`src/rtl/mem_arbiter.sv`:
```
// Byte-wide RAM port arbiter: serialises i-cache word fetches and load/store
// buffer accesses into little-endian byte cycles, with I/O write back-pressure.
//
// state | meaning
// IDLE  | port free, arbitrating between i-cache and load/store buffer
// READ  | issuing byte reads and capturing returned bytes
// WRITE | issuing byte writes, stalling on a full I/O buffer
// DONE  | one-cycle rdy pulse to the granted requester
module mem_arbiter #(
    parameter logic [1:0] IO_SEL = 2'b11
) (
    input  logic        clk,
    input  logic        rst,
    input  logic        rdy,
    input  logic [7:0]  mem_din,
    output logic [7:0]  mem_dout,
    output logic [31:0] mem_a,
    output logic        mem_wr,
    input  logic        io_buffer_full,
    input  logic        ic_ins_asked,
    input  logic [31:0] ic_ins_addr,
    output logic        ic_enable,
    output logic        ic_ins_rdy,
    output logic [31:0] ic_ins,
    input  logic        flush,
    input  logic        lsb_asked,
    input  logic        lsb_wr,
    input  logic [31:0] lsb_addr,
    input  logic [1:0]  lsb_width,
    input  logic [31:0] lsb_wdata,
    output logic        lsb_rdy,
    output logic [31:0] lsb_rdata
);

    typedef enum logic [1:0] {IDLE = 2'd0, READ = 2'd1, WRITE = 2'd2, DONE = 2'd3} state_t;

    state_t      state_q, state_d;
    logic [2:0]  i_q, i_d, j_q, j_d, n_q, n_d;
    logic        is_ic_q, is_ic_d, last_lsb_q, last_lsb_d;
    logic [31:0] addr_q, addr_d, wdata_q, wdata_d, buf_q, buf_d;
    logic [31:0] mem_a_q, mem_a_d;
    logic [7:0]  mem_dout_q, mem_dout_d;
    logic        mem_wr_q, mem_wr_d;
    logic [31:0] ic_ins_q, ic_ins_d, lsb_rdata_q, lsb_rdata_d;
    logic        ic_rdy_q, ic_rdy_d, lsb_rdy_q, lsb_rdy_d;

    logic [31:0] cap;
    logic [7:0]  wbyte;
    logic        io_stall;
    logic        lsb_first;

    function automatic logic [2:0] nbytes(input logic [1:0] w);
        case (w)
            2'd0:    return 3'd1;
            2'd1:    return 3'd2;
            default: return 3'd4;
        endcase
    endfunction

    always_comb begin
        state_d     = state_q;
        i_d         = i_q;
        j_d         = j_q;
        n_d         = n_q;
        is_ic_d     = is_ic_q;
        last_lsb_d  = last_lsb_q;
        addr_d      = addr_q;
        wdata_d     = wdata_q;
        buf_d       = buf_q;
        mem_a_d     = mem_a_q;
        mem_dout_d  = mem_dout_q;
        mem_wr_d    = mem_wr_q;
        ic_ins_d    = ic_ins_q;
        lsb_rdata_d = lsb_rdata_q;
        ic_rdy_d    = ic_rdy_q;
        lsb_rdy_d   = lsb_rdy_q;

        // Alternate priority: the i-cache gets a turn right after an LSB grant.
        lsb_first = lsb_asked && !(last_lsb_q && ic_ins_asked);
        io_stall  = (addr_q[17:16] == IO_SEL) && io_buffer_full;

        case (i_q[1:0])
            2'd0:    wbyte = wdata_q[7:0];
            2'd1:    wbyte = wdata_q[15:8];
            2'd2:    wbyte = wdata_q[23:16];
            default: wbyte = wdata_q[31:24];
        endcase

        cap = buf_q;
        case (j_q[1:0])
            2'd0:    cap[7:0]   = mem_din;
            2'd1:    cap[15:8]  = mem_din;
            2'd2:    cap[23:16] = mem_din;
            default: cap[31:24] = mem_din;
        endcase

        case (state_q)
            IDLE: begin
                if (lsb_first) begin
                    is_ic_d    = 1'b0;
                    last_lsb_d = 1'b1;
                    addr_d     = lsb_addr;
                    wdata_d    = lsb_wdata;
                    n_d        = nbytes(lsb_width);
                    buf_d      = 32'h0;
                    j_d        = 3'd0;
                    if (lsb_wr) begin
                        state_d = WRITE;
                        if ((lsb_addr[17:16] == IO_SEL) && io_buffer_full) begin
                            mem_wr_d = 1'b0;
                            i_d      = 3'd0;
                        end else begin
                            mem_wr_d   = 1'b1;
                            mem_a_d    = lsb_addr;
                            mem_dout_d = lsb_wdata[7:0];
                            i_d        = 3'd1;
                        end
                    end else begin
                        state_d  = READ;
                        mem_a_d  = lsb_addr;
                        mem_wr_d = 1'b0;
                        i_d      = 3'd1;
                    end
                end else if (ic_ins_asked) begin
                    is_ic_d    = 1'b1;
                    last_lsb_d = 1'b0;
                    addr_d     = ic_ins_addr;
                    n_d        = 3'd4;
                    buf_d      = 32'h0;
                    j_d        = 3'd0;
                    i_d        = 3'd1;
                    mem_a_d    = ic_ins_addr;
                    mem_wr_d   = 1'b0;
                    state_d    = READ;
                end
            end
            READ: begin
                if (is_ic_q && flush) begin
                    state_d  = IDLE;
                    mem_wr_d = 1'b0;
                end else begin
                    if (i_q < n_q) begin
                        mem_a_d = addr_q + {29'd0, i_q};
                    end
                    i_d = i_q + 3'd1;
                    // RAM answers one cycle late, so capture lags issue by two edges.
                    if (i_q >= 3'd2) begin
                        buf_d = cap;
                        j_d   = j_q + 3'd1;
                        if (j_q == n_q - 3'd1) begin
                            state_d = DONE;
                            if (is_ic_q) begin
                                ic_ins_d = cap;
                                ic_rdy_d = 1'b1;
                            end else begin
                                lsb_rdata_d = cap;
                                lsb_rdy_d   = 1'b1;
                            end
                        end
                    end
                end
            end
            WRITE: begin
                if (i_q < n_q) begin
                    if (io_stall) begin
                        mem_wr_d = 1'b0;
                    end else begin
                        mem_wr_d   = 1'b1;
                        mem_a_d    = addr_q + {29'd0, i_q};
                        mem_dout_d = wbyte;
                        i_d        = i_q + 3'd1;
                    end
                end else begin
                    mem_wr_d  = 1'b0;
                    lsb_rdy_d = 1'b1;
                    state_d   = DONE;
                end
            end
            default: begin
                ic_rdy_d  = 1'b0;
                lsb_rdy_d = 1'b0;
                mem_wr_d  = 1'b0;
                state_d   = IDLE;
            end
        endcase
    end

    always_ff @(posedge clk) begin
        if (rst) begin
            state_q     <= IDLE;
            i_q         <= 3'd0;
            j_q         <= 3'd0;
            n_q         <= 3'd0;
            is_ic_q     <= 1'b0;
            last_lsb_q  <= 1'b0;
            addr_q      <= 32'h0;
            wdata_q     <= 32'h0;
            buf_q       <= 32'h0;
            mem_a_q     <= 32'h0;
            mem_dout_q  <= 8'h0;
            mem_wr_q    <= 1'b0;
            ic_ins_q    <= 32'h0;
            lsb_rdata_q <= 32'h0;
            ic_rdy_q    <= 1'b0;
            lsb_rdy_q   <= 1'b0;
        end else if (rdy) begin
            state_q     <= state_d;
            i_q         <= i_d;
            j_q         <= j_d;
            n_q         <= n_d;
            is_ic_q     <= is_ic_d;
            last_lsb_q  <= last_lsb_d;
            addr_q      <= addr_d;
            wdata_q     <= wdata_d;
            buf_q       <= buf_d;
            mem_a_q     <= mem_a_d;
            mem_dout_q  <= mem_dout_d;
            mem_wr_q    <= mem_wr_d;
            ic_ins_q    <= ic_ins_d;
            lsb_rdata_q <= lsb_rdata_d;
            ic_rdy_q    <= ic_rdy_d;
            lsb_rdy_q   <= lsb_rdy_d;
        end
    end

    assign ic_enable  = (state_q == IDLE) && !rst;
    assign mem_a      = mem_a_q;
    assign mem_dout   = mem_dout_q;
    assign mem_wr     = mem_wr_q;
    assign ic_ins     = ic_ins_q;
    assign ic_ins_rdy = ic_rdy_q;
    assign lsb_rdata  = lsb_rdata_q;
    assign lsb_rdy    = lsb_rdy_q;

endmodule

```
`config.mk`:
```
export PLATFORM = sky130hd
export DESIGN_NAME = mem_arbiter
export DESIGN_NICKNAME = d
export VERILOG_FILES = /design/src/rtl/mem_arbiter.sv
export SDC_FILE = /design/constraint.sdc
export NUM_CORES = 1
export LEC_CHECK = 0
export BUFFER_PORTS_ARGS = -buffer_cell sky130_fd_sc_hd__buf_2
export CORE_AREA = 5 5 215 217
export CTS_BUF_LIST = sky130_fd_sc_hd__clkbuf_2
export DETAILED_ROUTE_END_ITERATION = 10
export DIE_AREA = 0 0 220 222
export GPL_TIMING_DRIVEN = 1
export HOLD_SLACK_MARGIN = 0.15
export PLACE_DENSITY_LB_ADDON = 0.25
export SLEW_MARGIN = 20
export SYNTH_ARGS = -nofsm -noshare
export SYNTH_HDL_FRONTEND = slang
export SYNTH_SLANG_ARGS = --single-unit
```
`constraint.sdc`:
```
create_clock -name clk -period 4.99 [get_ports clk]
set_input_delay 0.998 -clock clk [delete_from_list [all_inputs] [get_ports clk]]
set_output_delay 0.998 -clock clk [all_outputs]
set_load 0.1 [all_outputs]
```
**After elaboration in Yosys (flattened, before gate mapping)**

Index checks and enable logic that the tools add are counted.

- Output and inout bits: 108
- Register bits: 216
- Input bits: 114
- Logic and storage cells: 155

- Bitwise gates (word level): 4
- Eq/ne operators: 27
- Reduce and logical (&&, ||, !) cells: 30
- Order comparisons: 2
- $add $sub $neg: 4
- Multiplexer cells: 72

Operator list:

| cell | count |
|---|---|
| $mux W32 | 13 |
| $pmux W32 S3 | 1 |
| $mux W8 | 9 |
| $pmux W32 S2 | 1 |
| $mux W3 | 12 |
| $add A32 B3 Y32 | 1 |
| $ne A2 B2 Y1 const B | 13 |
| $pmux W8 S3 | 1 |
| $reduce_and A6 Y1 | 4 |
| $mux W1 | 20 |
| $pmux W8 S2 | 1 |
| $mux W2 | 7 |
| $reduce_and A7 Y1 | 2 |
| $pmux W3 S2 | 2 |
| $eq A2 B2 Y1 const B | 5 |
| $reduce_and A5 Y1 | 2 |
| $ne A3 B3 Y1 const B | 3 |
| $pmux W3 S3 | 1 |
| $reduce_and A3 Y1 | 3 |
| $eq A2 B1 Y1 const B | 4 |
| $logic_not A2 Y1 | 4 |
| $reduce_and A8 Y1 | 1 |
| $add A3 B1 Y3 const B | 2 |
| $logic_and A1 B1 Y1 | 6 |
| 14 further kinds | 21 |

**Logic depth before layout (Yosys ltp)**

- Depth after elaboration: 6
- Mapped depth: 9
- Depth with buffers taken out: 7

**Worst setup path after synthesis**

No wires, ideal clock.

- Path kind: input port to output port
- From: input rst
- To: output ic_enable
- Path slack: 1.319 ns
- Data arrival time: 2.673 ns
- Stages: 3
- Path through: clkbuf_8 clkbuf_1 nor2b_1

- Word-level cells in the longest chain between the ends: 2

Ends and longest elaborated chain:

| item | RTL line | RTL |
|---|---|---|
| start, declared | 13 | `input logic rst,` |
| $logic_not A1 Y1 | 226 | `assign ic_enable = (state_q == IDLE) && !rst;` |
| $logic_and A1 B1 Y1 | 226 |  |
| end, declared | 22 | `output logic ic_enable,` |

Every way passes these cells.

**Final worst setup path**

- From: register state_q[0]
- To: output ic_enable

- Word-level cells in the longest chain between the ends: 2

Ends and longest elaborated chain:

| item | RTL line | RTL |
|---|---|---|
| start, declared | 37 | `state_t state_q, state_d;` |
| start signal, assigned | 207 | `state_q <= state_d;` |
| $logic_not A2 Y1 | 226 |  |
| $logic_and A1 B1 Y1 | 226 |  |

Every way passes these cells.

==> key figures <==
Timing
  • Tcrit/Tclk final: 71.6%
  • Tmin final: 3.57 ns
  • Final Hold Viols: 0
  • Clock Skews: 0.0973 ns
  • Fmax: 280 MHz
  • Slew Viols, Final: 0
  • Worst Max-Slew Pin Slew: 1.04 ns
  • Setup_tns: 0 ns
  • WHS: 0.376 ns
  • Final setup viols: 0
  • Unrepaired setup endpoints after global routing: no
  • Final Worst Setup Slack: 1.42 ns
  • Max-slew headroom: 30.5%

Clocking
  • Clk_lat worst skew: 0.92 ns
  • CTS tree: yes
  • Root Buffer: clkbuf_2
  • CTS buffer count: 67
  • Setup Fix Bufs, Post-CTS: 0
  • H-tree depth: 3
  • Bufs on Longest Clock Path: 3
  • Clk slew on worst S/H paths: 0.10 ns
  • Post-cts gate resize count: 0
  • Clock sink total: 216
  • # hold bufs at CTS: 0

Power and ir drop
  • Sw Share: 40.1%
  • PD cells: 370 mW/mm2
  • Overall power: 4.48 mW
  • Internal: 2.69 mW
  • Pleak: 4.81 nW
  • Gate power share: 25.9%
  • Worst vdd ir: 0.143 mV
  • Sequential power share: 43.4%
  • Sw Pwr: 1.80 mW
  • Clock power share: 30.7%

Job
  • Max_cap viols: 0

Logic synthesis
  • Sequential-to-total area share from yosys stat: 43.1%
  • Synthesized flop and latch total: 216
  • Post-synth top cells: dfxtp_1 (216), nor2_1 (152), nand2_1 (118), a211oi_1 (110), mux2i_1 (76)
  • Primary FF master, synth: dfxtp_1
  • Ys Warns: 0
  • Area leader, netlist: dfxtp_1
  • Syn_nets: 1,277
  • Avg Cell Area, Syn: 8.79 um2
  • Syn Inst Count: 1,143
  • EDFF count, synth: 0
  • Post-synth cell types: 71
  • Most common cell in the netlist: dfxtp_1
  • Top-area cell type share of the netlist area: 43.1%
  • Synth Cell Area: 0.0100 mm2
  • Async set-or-reset flop fraction in the synthesized netlist: 0%
  • Area contributors post-synth: dfxtp_1 (43%), a211oi_1 (8.2%), mux2i_1 (7.6%)

Setup path
  • Crit path from: state_q[0]
  • Setup CP Type: flop to primary output
  • Slowest stage delay, CP: 0.50 ns
  • Slowest stage cell, crit path: buf_2
  • Worst-path cell chain: inv_1 -> ha_1 -> nor2b_1 -> buf_2
  • Worst Setup Start Kind: flop
  • Reg-to-reg slack, setup: 1.89 ns
  • CP max FO: 14
  • Crit path max-delay family: buffers and inverters
  • Worst path bufs/invs: 2
  • RR Startpoint: state_q[0]
  • FF-to-FF path depth: 7
  • Worst path depth: 4
  • Critical Path RT: 3.99 ns
  • CP endpoint kind: primary output
  • CP arrival: 2.58 ns

Place
  • Placed insts: 1,866
  • Hpwl dp: 24,900 um
  • GPL Wtd Cong: 0.781
  • DP Worst Slack: 1.63 ns
  • Port Buffers: 221
  • Placed Area: 0.0115 mm2

Final layout
  • Nets: 1,478
  • FILL cells: 4,892
  • Area grow syn2layout: 20.6%
  • Layout cell share with drive strength beyond 1: 25.7%
  • Cell area after layout: 0.0121 mm2
  • Utilization after layout: 27.6%
  • Final cell count without fillers: 1,981

Floorplan
  • Core ar.: 0.0439 mm2
  • Chip width: 220 um
  • Initial Util: 22.9%
  • DIE HEIGHT: 222 um
  • Die area: 0.0488 mm2
  • Top Ports: 222
  • # rows: 77

Routing
  • DR iter-0 viols: 601
  • Drt first pass iters: 5
  • Vias per inst: 4.71
  • Via count: 9,323
  • WL per Instance: 17.5 um
  • Detailed Route WL: 34,700 um
  • Post-route ant nets: 0
  • DRC: 0

Run status
  • Status: completed

GRT
  • Vias in the first global route: 9,120
  • Global route total overflow: 0
  • All-layer global routing usage: 13.8%
  • Largest net degree at the start of global routing: 108
  • Wire length of the first global-routing pass: 53,600 um
  • Initial antenna violation count: 12

Worst hold path
  • Hold path startpoint: lsb_wdata[27]
  • Worst hold path depth: 3
  • Hold WC Path Type: primary input to flop
-- final cells by class --
type,instances,area [um2],share of cell area (%)
multi-input combinational,810,5190,42.8
clock inverter,13,101,0.836
clock buffer,95,475,3.92
tap,592,741,6.11
timing repair buffer,234,1210,10.0
inverter,15,56.3,0.465
sequential,216,4320,35.7
antenna,6,15.0,0.124
-- final timing paths --
check                     end
setup / recovery    ic_enable
hold / removal    wdata_q[27]
setup reg to reg    mem_a[18]
hold reg to reg   wdata_q[22]
-- sequential cells by signal, indices dropped and copies added (netlist names) --
| name | cells |
|---|---|
| j_q | 3 |
| buf_q | 32 |
| ic_ins | 32 |
| is_ic_q | 1 |
| wdata_q | 32 |
| n_q | 3 |
| lsb_rdata | 32 |
| state_q | 2 |
| mem_wr | 1 |
| mem_dout | 8 |
| lsb_rdy | 1 |
| i_q | 3 |
| ic_ins_rdy | 1 |
| mem_a | 32 |
| last_lsb_q | 1 |
| addr_q | 32 |
-- metal layers --
metal  track usage (%)  up-vias  wire length [um]
met5                 0        -                64
met4              4.95       10               661
met3              4.90       66              2760
met2              21.6      272             15900
met1              17.6     4335             15400
li1                  -     4640                 -
-- cells by family (layout without fill, tap and decap cells) --
family,after synthesis,in the layout,synth area share [%]
flops,216,216,43.1
xor+xnor,13,13,1.27
buf+inv,117,357,5.44
simple gates,376,376,16.8
mux,77,77,7.69
compound gates,324,324,23.1
other cells,0,6,0
fa+ha+maj,20,20,2.57
-- layout by cell type (no fill, tap or decap), drive strengths merged, types with 7 or more instances in the layout --
cell type,n
a32o,16
o31ai,7
a222oi,8
ha,19
a211oi,111
inv,14
nor4,13
a21oi,68
o21ai,25
o211ai,10
nand4,10
clkinv,10
a22oi,34
nor3,17
nand3,26
nor2,152
dfxtp,216
mux2i,76
nand2,118
buf,234
and3,14
clkbuf,95
-- power by group through the flow --
stage          clock network (mW)  registers [mW]  logic [mW]
5_1_grt                      1.55            1.96        1.25
3_5_place_dp                    0            1.99        1.17
4_1_cts                      1.45            1.95        1.17
3_3_place_gp                    0            1.99        1.16
6_report                     1.38            1.95        1.16
2_1_floorplan                   0            2.34       0.523
-- tightest hold or removal path, stage by stage --
cell and delay [ns]:
buf_2 0.10, nand2_1 0.05, a21oi_1 0.05
(Power assumes the default switching activity.)
